--- src/rtl/flash_arb_pkg.sv ---
// Shared types and pad constants for the flash bus arbiter.
package flash_arb_pkg;

  typedef enum logic [1:0] {
    IDLE  = 2'd0,
    OWN_A = 2'd1,
    OWN_B = 2'd2,
    TURN  = 2'd3
  } arb_state_e;

  // WP/HOLD driven high, DQ0/DQ1 released
  localparam logic [3:0] PAD_IDLE_OUT = 4'b1100;
  localparam logic [3:0] PAD_IDLE_OE  = 4'b1100;
  // legacy SPI: DQ0 = MOSI driven, DQ1 = MISO input, WP/HOLD driven
  localparam logic [3:0] SPI_A_OE     = 4'b1101;

endpackage

--- src/rtl/flash_bus_arbiter_if.sv ---
// Master-side and pad-side signals of the flash bus arbiter.
interface flash_bus_arbiter_if;
  logic       iA_REQ;
  logic       oA_GNT;
  logic       iA_CSn;
  logic       iA_SCK;
  logic       iA_MOSI;
  logic       oA_MISO;
  logic       iB_REQ;
  logic       oB_GNT;
  logic       iB_CSn;
  logic       iB_SCK;
  logic [3:0] iB_DQ_OUT;
  logic [3:0] iB_DQ_OE;
  logic [3:0] oB_DQ_IN;
  logic       oFLASH_SCK;
  logic       oFLASH_CSn;
  logic [3:0] oFLASH_DQ_OUT;
  logic [3:0] oFLASH_DQ_OE;
  logic [3:0] iFLASH_DQ_IN;
  logic       oVIOL;

  // arbiter side
  modport slave (
    input  iA_REQ, iA_CSn, iA_SCK, iA_MOSI,
    input  iB_REQ, iB_CSn, iB_SCK, iB_DQ_OUT, iB_DQ_OE,
    input  iFLASH_DQ_IN,
    output oA_GNT, oA_MISO, oB_GNT, oB_DQ_IN,
    output oFLASH_SCK, oFLASH_CSn, oFLASH_DQ_OUT, oFLASH_DQ_OE, oVIOL
  );

  // masters + pads side
  modport master (
    output iA_REQ, iA_CSn, iA_SCK, iA_MOSI,
    output iB_REQ, iB_CSn, iB_SCK, iB_DQ_OUT, iB_DQ_OE,
    output iFLASH_DQ_IN,
    input  oA_GNT, oA_MISO, oB_GNT, oB_DQ_IN,
    input  oFLASH_SCK, oFLASH_CSn, oFLASH_DQ_OUT, oFLASH_DQ_OE, oVIOL
  );
endinterface

--- src/rtl/flash_bus_arbiter_pad_mux.sv ---
// Registered owner select onto the flash pads; idle defaults when nobody owns.
module flash_pad_mux
  import flash_arb_pkg::*;
(
  input  logic       clk,
  input  logic       rst,
  input  logic       sel_a,
  input  logic       sel_b,
  input  logic       a_csn,
  input  logic       a_sck,
  input  logic       a_mosi,
  input  logic       b_csn,
  input  logic       b_sck,
  input  logic [3:0] b_dq_out,
  input  logic [3:0] b_dq_oe,
  output logic       pad_sck,
  output logic       pad_csn,
  output logic [3:0] pad_dq_out,
  output logic [3:0] pad_dq_oe
);

  logic       sck_d, csn_d, sck_q, csn_q;
  logic [3:0] out_d, oe_d, out_q, oe_q;

  // next pad value from the current owner; WP/HOLD forced high when B releases them
  always_comb begin
    sck_d = 1'b0;
    csn_d = 1'b1;
    out_d = PAD_IDLE_OUT;
    oe_d  = PAD_IDLE_OE;
    if (sel_a) begin
      sck_d = a_sck;
      csn_d = a_csn;
      out_d = {3'b110, a_mosi};
      oe_d  = SPI_A_OE;
    end else if (sel_b) begin
      sck_d = b_sck & ~b_csn;
      csn_d = b_csn;
      out_d = {b_dq_oe[3] ? b_dq_out[3] : 1'b1,
               b_dq_oe[2] ? b_dq_out[2] : 1'b1,
               b_dq_out[1:0]};
      oe_d  = {2'b11, b_dq_oe[1:0]};
    end
  end

  // pad registers
  always_ff @(posedge clk) begin
    if (rst) begin
      sck_q <= 1'b0;
      csn_q <= 1'b1;
      out_q <= PAD_IDLE_OUT;
      oe_q  <= PAD_IDLE_OE;
    end else begin
      sck_q <= sck_d;
      csn_q <= csn_d;
      out_q <= out_d;
      oe_q  <= oe_d;
    end
  end

  assign pad_sck    = sck_q;
  assign pad_csn    = csn_q;
  assign pad_dq_out = out_q;
  assign pad_dq_oe  = oe_q;

endmodule

--- src/rtl/flash_bus_arbiter.sv ---
// Request/grant arbiter sharing one QSPI pin set between a legacy SPI master (A)
// and a quad-SPI controller (B). Ownership only changes at CS-high boundaries,
// followed by a fixed CS-high turnaround.
module flash_bus_arbiter
  import flash_arb_pkg::*;
#(
  parameter int TURN_CYCLES = 4,
  parameter int IDLE_REVOKE = 64,
  parameter int CNT_W       = 8
) (
  input  logic iCLK,
  input  logic iRESET,
  flash_bus_arbiter_if.slave bus
);

  if (IDLE_REVOKE >= 2**CNT_W || TURN_CYCLES >= 2**CNT_W) begin : g_cnt_w_check
    $error("flash_bus_arbiter: CNT_W too narrow for IDLE_REVOKE/TURN_CYCLES");
  end
  if (TURN_CYCLES < 1 || IDLE_REVOKE < 2) begin : g_param_check
    $error("flash_bus_arbiter: TURN_CYCLES must be >=1 and IDLE_REVOKE >=2");
  end

  localparam logic [CNT_W-1:0] TURN_LOAD   = CNT_W'(TURN_CYCLES - 1);
  localparam logic [CNT_W-1:0] REVOKE_LAST = CNT_W'(IDLE_REVOKE - 1);

  arb_state_e       state_q;
  logic [CNT_W-1:0] cnt_q;
  logic             a_gnt_q, b_gnt_q;
  logic             last_b_q;   // last-served port was B
  logic             prev_b_q;   // current/previous owner is B
  logic             viol_d, viol_q;

  logic             own_req, own_csn, oth_req;
  logic [CNT_W-1:0] cnt_inc;

  // owner-relative view of the request/CS inputs; saturating increment
  always_comb begin
    own_req = (state_q == OWN_B) ? bus.iB_REQ : bus.iA_REQ;
    own_csn = (state_q == OWN_B) ? bus.iB_CSn : bus.iA_CSn;
    oth_req = (state_q == OWN_B) ? bus.iA_REQ : bus.iB_REQ;
    cnt_inc = (cnt_q == {CNT_W{1'b1}}) ? cnt_q : cnt_q + 1'b1;
  end

  // ownership FSM with registered grants and the shared turnaround/idle counter
  always_ff @(posedge iCLK) begin
    if (iRESET) begin
      state_q  <= IDLE;
      cnt_q    <= '0;
      a_gnt_q  <= 1'b0;
      b_gnt_q  <= 1'b0;
      last_b_q <= 1'b1;
      prev_b_q <= 1'b0;
    end else begin
      case (state_q)
        IDLE: begin
          cnt_q <= '0;
          if (bus.iA_REQ && (!bus.iB_REQ || last_b_q)) begin
            state_q  <= OWN_A;
            a_gnt_q  <= 1'b1;
            prev_b_q <= 1'b0;
          end else if (bus.iB_REQ) begin
            state_q  <= OWN_B;
            b_gnt_q  <= 1'b1;
            prev_b_q <= 1'b1;
          end
        end
        OWN_A, OWN_B: begin
          if (own_csn && (!own_req || (oth_req && cnt_q == REVOKE_LAST))) begin
            // voluntary release, or idle owner revoked while the other waits
            state_q <= TURN;
            cnt_q   <= TURN_LOAD;
            a_gnt_q <= 1'b0;
            b_gnt_q <= 1'b0;
          end else if (own_csn && oth_req) begin
            cnt_q <= cnt_inc;
          end else begin
            cnt_q <= '0;
          end
        end
        TURN: begin
          if (cnt_q == '0) begin
            state_q  <= IDLE;
            last_b_q <= prev_b_q;
          end else begin
            cnt_q <= cnt_q - 1'b1;
          end
        end
        default: state_q <= IDLE;
      endcase
    end
  end

  // a non-owner pulling its CS low is flagged; its pins never reach the pads
  always_comb begin
    viol_d = (!a_gnt_q && !bus.iA_CSn) || (!b_gnt_q && !bus.iB_CSn);
  end

  // violation pulse register
  always_ff @(posedge iCLK) begin
    if (iRESET) viol_q <= 1'b0;
    else        viol_q <= viol_d;
  end

  flash_pad_mux u_pad_mux (
    .clk        (iCLK),
    .rst        (iRESET),
    .sel_a      (a_gnt_q),
    .sel_b      (b_gnt_q),
    .a_csn      (bus.iA_CSn),
    .a_sck      (bus.iA_SCK),
    .a_mosi     (bus.iA_MOSI),
    .b_csn      (bus.iB_CSn),
    .b_sck      (bus.iB_SCK),
    .b_dq_out   (bus.iB_DQ_OUT),
    .b_dq_oe    (bus.iB_DQ_OE),
    .pad_sck    (bus.oFLASH_SCK),
    .pad_csn    (bus.oFLASH_CSn),
    .pad_dq_out (bus.oFLASH_DQ_OUT),
    .pad_dq_oe  (bus.oFLASH_DQ_OE)
  );

  assign bus.oA_GNT   = a_gnt_q;
  assign bus.oB_GNT   = b_gnt_q;
  assign bus.oVIOL    = viol_q;
  assign bus.oA_MISO  = bus.iFLASH_DQ_IN[1];
  assign bus.oB_DQ_IN = bus.iFLASH_DQ_IN;

endmodule

--- src/flat_wrapper.sv ---
// flat-port wrapper written by rule: the top's interface ports become plain ports
module flash_bus_arbiter_flat import flash_arb_pkg::*;
#(
  parameter int TURN_CYCLES = 4,
  parameter int IDLE_REVOKE = 64,
  parameter int CNT_W       = 8
)
  (iCLK, iRESET, bus_iA_REQ, bus_iA_CSn, bus_iA_SCK, bus_iA_MOSI, bus_iB_REQ, bus_iB_CSn, bus_iB_SCK, bus_iB_DQ_OUT, bus_iB_DQ_OE, bus_iFLASH_DQ_IN, bus_oA_GNT, bus_oA_MISO, bus_oB_GNT, bus_oB_DQ_IN, bus_oFLASH_SCK, bus_oFLASH_CSn, bus_oFLASH_DQ_OUT, bus_oFLASH_DQ_OE, bus_oVIOL);
  flash_bus_arbiter_if bus_i ();
  input  logic iCLK;
  input  logic iRESET;
  input wire logic [$bits(bus_i.iA_REQ)-1:0] bus_iA_REQ;
  input wire logic [$bits(bus_i.iA_CSn)-1:0] bus_iA_CSn;
  input wire logic [$bits(bus_i.iA_SCK)-1:0] bus_iA_SCK;
  input wire logic [$bits(bus_i.iA_MOSI)-1:0] bus_iA_MOSI;
  input wire logic [$bits(bus_i.iB_REQ)-1:0] bus_iB_REQ;
  input wire logic [$bits(bus_i.iB_CSn)-1:0] bus_iB_CSn;
  input wire logic [$bits(bus_i.iB_SCK)-1:0] bus_iB_SCK;
  input wire logic [$bits(bus_i.iB_DQ_OUT)-1:0] bus_iB_DQ_OUT;
  input wire logic [$bits(bus_i.iB_DQ_OE)-1:0] bus_iB_DQ_OE;
  input wire logic [$bits(bus_i.iFLASH_DQ_IN)-1:0] bus_iFLASH_DQ_IN;
  output wire logic [$bits(bus_i.oA_GNT)-1:0] bus_oA_GNT;
  output wire logic [$bits(bus_i.oA_MISO)-1:0] bus_oA_MISO;
  output wire logic [$bits(bus_i.oB_GNT)-1:0] bus_oB_GNT;
  output wire logic [$bits(bus_i.oB_DQ_IN)-1:0] bus_oB_DQ_IN;
  output wire logic [$bits(bus_i.oFLASH_SCK)-1:0] bus_oFLASH_SCK;
  output wire logic [$bits(bus_i.oFLASH_CSn)-1:0] bus_oFLASH_CSn;
  output wire logic [$bits(bus_i.oFLASH_DQ_OUT)-1:0] bus_oFLASH_DQ_OUT;
  output wire logic [$bits(bus_i.oFLASH_DQ_OE)-1:0] bus_oFLASH_DQ_OE;
  output wire logic [$bits(bus_i.oVIOL)-1:0] bus_oVIOL;
  assign bus_i.iA_REQ = bus_iA_REQ;
  assign bus_i.iA_CSn = bus_iA_CSn;
  assign bus_i.iA_SCK = bus_iA_SCK;
  assign bus_i.iA_MOSI = bus_iA_MOSI;
  assign bus_i.iB_REQ = bus_iB_REQ;
  assign bus_i.iB_CSn = bus_iB_CSn;
  assign bus_i.iB_SCK = bus_iB_SCK;
  assign bus_i.iB_DQ_OUT = bus_iB_DQ_OUT;
  assign bus_i.iB_DQ_OE = bus_iB_DQ_OE;
  assign bus_i.iFLASH_DQ_IN = bus_iFLASH_DQ_IN;
  assign bus_oA_GNT = bus_i.oA_GNT;
  assign bus_oA_MISO = bus_i.oA_MISO;
  assign bus_oB_GNT = bus_i.oB_GNT;
  assign bus_oB_DQ_IN = bus_i.oB_DQ_IN;
  assign bus_oFLASH_SCK = bus_i.oFLASH_SCK;
  assign bus_oFLASH_CSn = bus_i.oFLASH_CSn;
  assign bus_oFLASH_DQ_OUT = bus_i.oFLASH_DQ_OUT;
  assign bus_oFLASH_DQ_OE = bus_i.oFLASH_DQ_OE;
  assign bus_oVIOL = bus_i.oVIOL;
  flash_bus_arbiter #(.TURN_CYCLES(TURN_CYCLES), .IDLE_REVOKE(IDLE_REVOKE), .CNT_W(CNT_W)) u_core (.iCLK(iCLK), .iRESET(iRESET), .bus(bus_i));
endmodule
--- config.mk ---
export PLATFORM = sky130hd
export DESIGN_NAME = flash_bus_arbiter_flat
export DESIGN_NICKNAME = d
export VERILOG_FILES = /design/src/rtl/flash_arb_pkg.sv /design/src/rtl/flash_bus_arbiter_if.sv /design/src/rtl/flash_bus_arbiter_pad_mux.sv /design/src/rtl/flash_bus_arbiter.sv /design/src/flat_wrapper.sv
export SDC_FILE = /design/constraint.sdc
export NUM_CORES = 1
export LEC_CHECK = 0
export ABC_AREA = 1
export BUFFER_PORTS_ARGS = -buffer_cell sky130_fd_sc_hd__buf_4
export CAP_MARGIN = 20
export CELL_PAD_IN_SITES_DETAIL_PLACEMENT = 1
export CELL_PAD_IN_SITES_GLOBAL_PLACEMENT = 1
export CORE_UTILIZATION = 23
export CTS_BUF_LIST = sky130_fd_sc_hd__clkbuf_16
export CTS_CLUSTER_DIAMETER = 80
export CTS_CLUSTER_SIZE = 10
export DETAILED_ROUTE_END_ITERATION = 8
export PLACE_DENSITY_LB_ADDON = 0.1
export SLEW_MARGIN = 10
export SYNTH_ARGS = -nofsm -noshare
export SYNTH_HDL_FRONTEND = slang
export SYNTH_SLANG_ARGS = --single-unit
--- constraint.sdc ---
create_clock -name iCLK -period 2 [get_ports iCLK]
set_clock_uncertainty 0.2 [all_clocks]
set_input_delay 0.1 -clock iCLK [delete_from_list [all_inputs] [get_ports iCLK]]
set_output_delay 0.1 -clock iCLK [all_outputs]
set_load 0.03 [all_outputs]
==> flow_summary.ini, run 1 <==
[run_status]
status = finished, final reports clean

[clocking]
clockRootBuffer = clkbuf_16
numCtsBuffers = 3
cts_max_level = 1
cts_sinks = 23
path_clk_slew_ps = 60
cts_buffer_depth = 2
clock_latency_ps = 260
tritoncts = yes

[timing]
fin_setup_tns_ps = 0
fin_crit_ps = 1829
max_freq_mhz = 546.6
finalSetupViolCount = 0
fin_crit_sh = 0.9147
hold_viol = 0
drv_slew = 0

[final_layout]
antenna_cells = 0
regArea_um2 = 464.2
final_cell_mix = 45 x nand2_1, 37 x nor2_1, 32 x inv_1
layout_commonest_cell = nand2_1
multiInputGateArea_um2 = 908.4
fillerInstances = 801
final_cells = 352
layout.nets = 303
layout-drive-gt1-share = 0.2145
syn_to_final_growth_pct = 31.88

[routing]
first_pass_iters = 4
first_iter_violations = 63
drtAntennaViolNets = 0
vias = 1538
drc_errors = 0
avgRoutedWirePerCell_um = 13.16
drt-total-wl_mm = 4.633
vias_per_cell = 4.369

[critical_path]
reg2reg_to = u_core.cnt_q[1]$_SDFFE_PP0P_
crit_required_ps = 1930
worstPathArrival_ps = 1760
r2r_slack_ps = 170
r2r-start = u_core.state_q[1]$_SDFFE_PP0P_
end_kind = flop
path_max_fanout = 8
path_class = reg2reg
critPathLaunchType = flop
reg2regPathDepth = 9

[min_path]
holdPathStages = 0
hp-class = in2out
hold_path_end = bus_oB_DQ_IN[2]
hp-start = bus_iFLASH_DQ_IN[2]

[global_routing]
grt_antenna_before_repair = 0
grt_pass1_wl_mm = 7.935
gr-total-overflow = 0
grt_pass1_vias = 1604
grt_max_degree = 14
grtUsageTotal = 0.1394

[place]
hpwl_mm = 3.667
port-buffer-count = 27
place_congestion = 0.7191
dpl.cell_count = 332

[synthesis]
synth-edff-count = 0
synth.distinct_cells = 34
async_flop_share = 0
ys_seq_elements = 23
syn_avg_cell_area_um2 = 6.714
ys_warn_count = 0
synthesis.area_mm2 = 0.001578
syn_inst = 235
synth_ff_type = dfxtp_1
yosysSeqAreaShare = 0.2918

[floorplanning]
rows = 29
die_area_mm2 = 0.007195
die_h_um = 84.83
initial_utilization = 0.2429
ios = 39
die_w_um = 84.83
core_area_mm2 = 0.006495

[power_and_ir_drop]
ir_worst_vdd_mv = 0.3351
cellLeakagePower_nw = 0.9533
power.density_mw_per_mm2 = 1013

[job]
maxCapViolations = 0
-- cells in the mapped netlist (2+ instances only) --
cell | count | share of area
ha_1 | 6 | 0.048
o21ai_0 | 8 | 0.025
inv_1 | 33 | 0.079
nand2_1 | 45 | 0.11
nor2_1 | 37 | 0.088
inv_2 | 4 | 0.0095
buf_2 | 2 | 0.0063
xor2_1 | 3 | 0.017
nand2_2 | 2 | 0.0079
buf_6 | 3 | 0.021
dfxtp_1 | 23 | 0.29
buf_4 | 7 | 0.033
o21ai_1 | 3 | 0.0095
nand3_4 | 2 | 0.022
nand3_1 | 23 | 0.073
nor2_2 | 3 | 0.012
a21oi_1 | 9 | 0.029
nand3b_1 | 2 | 0.0095
nand2_4 | 2 | 0.014
nand4_1 | 4 | 0.016
-- cells by family after synthesis --
| family | Yosys count | synth area share |
|---|---|---|
| simple gates | 125 | 0.3870 |
| buf+inv | 49 | 0.1491 |
| compound gates | 27 | 0.09993 |
| flops | 23 | 0.2918 |
| fa+ha+maj | 6 | 0.04758 |
| xor+xnor | 4 | 0.02221 |
| other cells | 1 | 0.002377 |
-- routing by layer --
| layer | vias to the layer above | part of all wire | track usage | wire length (µm) |
|---|---|---|---|---|
| met4 | 0 | 0.0095 | 0.03390 | 44 |
| li1 | 811 | - | - | - |
| met5 | - | 0 | 0 | 0 |
| met1 | 691 | 0.49 | 0.1856 | 2266 |
| met2 | 29 | 0.47 | 0.2373 | 2174 |
| met3 | 7 | 0.032 | 0.02140 | 148 |
-- layout make-up --
type,instances,share of cell area
Sequential cell,23,0.2231
Timing Repair Buffer,47,0.1888
Inverter,37,0.06675
Clock buffer,3,0.03608
Multi-Input combinational cell,164,0.4366
Clock inverter,1,0.002405
Tap cell,77,0.04630
-- state kept, by name, indices dropped and copies added (netlist names) --
| name | flops |
|---|---|
| u_core.bus.oA_GNT | 1 |
| u_core.bus.oB_GNT | 1 |
| u_core.bus.oVIOL | 1 |
| u_core.cnt_q | 8 |
| u_core.last_b_q | 1 |
| u_core.prev_b_q | 1 |
| u_core.state_q | 2 |
| u_core.u_pad_mux.pad_csn | 1 |
| u_core.u_pad_mux.pad_dq_oe | 2 |
| u_core.u_pad_mux.pad_dq_out | 4 |
| u_core.u_pad_mux.pad_sck | 1 |
-- stage by stage --
step	total power [W]	hold WS [ps]	worst slack [ps]	util	instance area, µm²
after floorplan	0.001328	-13.84	206.7	-	1582
after global placement	0.001625	0.3160	87.21	0.2793	1814
after CTS	0.002117	0.3160	1.860	0.3163	2054
after detailed placement	0.001614	0.3160	18.26	0.2793	1814
after global routing	0.002293	0.04843	-13.76	0.3204	2081
final	0.002109	0.01320	170.5	0.3204	2081
-- repair_timing --
item / in CTS / in global routing
buffers inserted: 0 / 0
endpoints found under the hold margin: 17 / 0
setup endpoints to repair: 0 / 11
hold buffers: 16 / 0
gates resized for setup: 0 / 8
-- power breakdown --
part,switching (W),total [W],internal [W],leakage [nW]
Sequential,0.0000674,0.000614,0.000546,0.189
Combinational,0.000664,0.00106,0.000394,0.723
Clock,0.000168,0.000437,0.000269,0.0409
Total,0.000899,0.00211,0.00121,0.953
-- worst max path at each step --
stage                              startpoint                      endpoint  slack [ps]
2_1_floorplan  u_core.state_q[0]$_SDFFE_PP0P_  u_core.cnt_q[6]$_SDFFE_PP0P_         210
3_3_place_gp   u_core.state_q[0]$_SDFFE_PP0P_  u_core.cnt_q[0]$_SDFFE_PP0P_          90
3_5_place_dp   u_core.state_q[0]$_SDFFE_PP0P_  u_core.cnt_q[6]$_SDFFE_PP0P_          20
4_1_cts        u_core.state_q[0]$_SDFFE_PP0P_  u_core.cnt_q[0]$_SDFFE_PP0P_           2
5_1_grt        u_core.state_q[1]$_SDFFE_PP0P_  u_core.cnt_q[1]$_SDFFE_PP0P_         -10
6_report       u_core.state_q[1]$_SDFFE_PP0P_  u_core.cnt_q[1]$_SDFFE_PP0P_         170
-- worst max-delay path, stage by stage, from the launching register on --
cell     delay, ps
dfxtp_1        390
inv_1           80
ha_1           290
inv_1          130
nor2_8         200
nand3_1         90
nand2_1        110
inv_1           60
nand2_1         70
a21oi_1         60
(Power assumes the default switching activity.)
==> run 2: changes to the inputs <==
--- a/config.mk
+++ b/config.mk
@@ -15,6 +15,7 @@
 export CTS_CLUSTER_DIAMETER = 80
 export CTS_CLUSTER_SIZE = 10
 export DETAILED_ROUTE_END_ITERATION = 8
+export MAX_ROUTING_LAYER = met4
 export PLACE_DENSITY_LB_ADDON = 0.1
 export SLEW_MARGIN = 10
 export SYNTH_ARGS = -nofsm -noshare
==> run 2 against run 1 <==
Net effect:
- hold slack unchanged
- first-iteration DRC count increased by 3.2%
- global-route usage increased by 0.44 points
- sequential power about the same
- via count decreased by 0.20%
==> flow_summary.ini, run 2 (synthesis gave the netlist of run 1 again) <==
[global_routing]
grt_pass1_vias = 1601
grt_pass1_wl_mm = 7.935
grt_antenna_before_repair = 0
gr-total-overflow = 0
grtUsageTotal = 0.1439
grt_max_degree = 14

[clocking]
cts_sinks = 23
path_clk_slew_ps = 60
numCtsBuffers = 3
cts_buffer_depth = 2
clockRootBuffer = clkbuf_16
clock_latency_ps = 260
cts_max_level = 1
tritoncts = yes

[power_and_ir_drop]
ir_worst_vdd_mv = 0.3353
power.density_mw_per_mm2 = 1015
cellLeakagePower_nw = 0.9533

[timing]
hold_viol = 0
finalSetupViolCount = 0
whs_ps = 0.01320
max_freq_mhz = 546.8
drv_slew = 0
fin_crit_ps = 1829
fin_crit_sh = 0.9144

[final_layout]
fillerInstances = 801
largest_reg_flops = 8
regArea_um2 = 464.2
final_cells = 352
layout-drive-gt1-share = 0.2145
layout_commonest_cell = nand2_1
multiInputGateArea_um2 = 908.4
final_cell_mix = 45 x nand2_1, 37 x nor2_1, 32 x inv_1
top_register = u_core.cnt_q
finish.utilization = 0.3204
layout.nets = 303
syn_to_final_growth_pct = 31.88
antenna_cells = 0

[min_path]
hp-class = in2out
holdPathStages = 0

[routing]
avgRoutedWirePerCell_um = 13.20
vias_per_cell = 4.361
vias = 1535
drc_errors = 0
first_pass_iters = 4
drtAntennaViolNets = 0
drt-total-wl_mm = 4.647
first_iter_violations = 65

[floorplanning]
die_h_um = 84.83
rows = 29
core_area_mm2 = 0.006495
die_w_um = 84.83
ios = 39
initial_utilization = 0.2429
die_area_mm2 = 0.007195

[run_status]
status = finished, final reports clean

[critical_path]
cpPeakStageDelay_ps = 390
path_max_fanout = 8
reg2regPathDepth = 9
critical_path.cell_chain = inv_1 -> ha_1 -> inv_1 -> nor2_8 -> nand3_1 -> nand2_1 -> inv_1 -> nand2_1 -> a21oi_1
worstPathArrival_ps = 1760
crit_required_ps = 1930
r2r_slack_ps = 170
critPathLaunchType = flop
critPathSlowestCell = dfxtp_1
path_class = reg2reg
path_common_cell = inv_1
end_kind = flop

[job]
maxCapViolations = 0

[place]
place_congestion = 0.7276
dpl.cell_count = 332
port-buffer-count = 27
hpwl_mm = 3.667
==> run 2: per-layer routing <==
layer	vias to the layer above	routed length [µm]	track usage
li1	811	-	-
met1	690	2300	0.1885
met2	27	2188	0.2373
met3	7	114	0.01751
met4	0	44	0.03390
met5	-	0	-
==> run 2: final cells by class <==
cell class,instances,area share
multi-input combinational,164,0.4366
tap,77,0.04630
sequential,23,0.2231
timing repair buffer,47,0.1888
clock inverter,1,0.002405
clock buffer,3,0.03608
inverter,37,0.06675
==> run 2: metrics by stage <==
step	setup WS (ps)	setup TNS, ps	area (µm²)	total power (W)
floorplan	206.7	0	1582	0.001328
global placement	87.21	0	1814	0.001625
detailed placement	18.26	0	1814	0.001614
CTS	1.860	0	2054	0.002117
global route	-12.66	-12.66	2081	0.002295
finish	171.3	0	2081	0.002111
==> run 2: repair_timing <==
action / in CTS / in global routing
setup endpoints to repair: 0 / 11
gates resized for setup: 0 / 8
endpoints found under the hold margin: 17 / 0
setup buffers: 0 / 0
hold buffers: 16 / 0
==> run 2: final timing paths <==
kind	startpoint	end
worst max-delay path	u_core.state_q[1]$_SDFFE_PP0P_	u_core.cnt_q[1]$_SDFFE_PP0P_
worst min-delay path	bus_iFLASH_DQ_IN[2]	bus_oB_DQ_IN[2]
worst max register to register	u_core.state_q[1]$_SDFFE_PP0P_	u_core.cnt_q[1]$_SDFFE_PP0P_
worst min register to register	u_core.last_b_q$_SDFFE_PP1P_	u_core.last_b_q$_SDFFE_PP1P_
==> run 2: worst max-delay path: cells and delay by family (launching register included) <==
family,cells,cell delay (ps)
buf+inv,3,270
compound gates,1,60
fa+ha+maj,1,290
flops,1,390
simple gates,4,470
==> run 2: where the power goes <==
group	leakage [nW]	internal [W]	switching (W)	total [W]
combinational	0.723	0.000394	0.000665	0.00106
clock	0.0409	0.000269	0.000170	0.000439
sequential	0.189	0.000546	0.0000674	0.000614
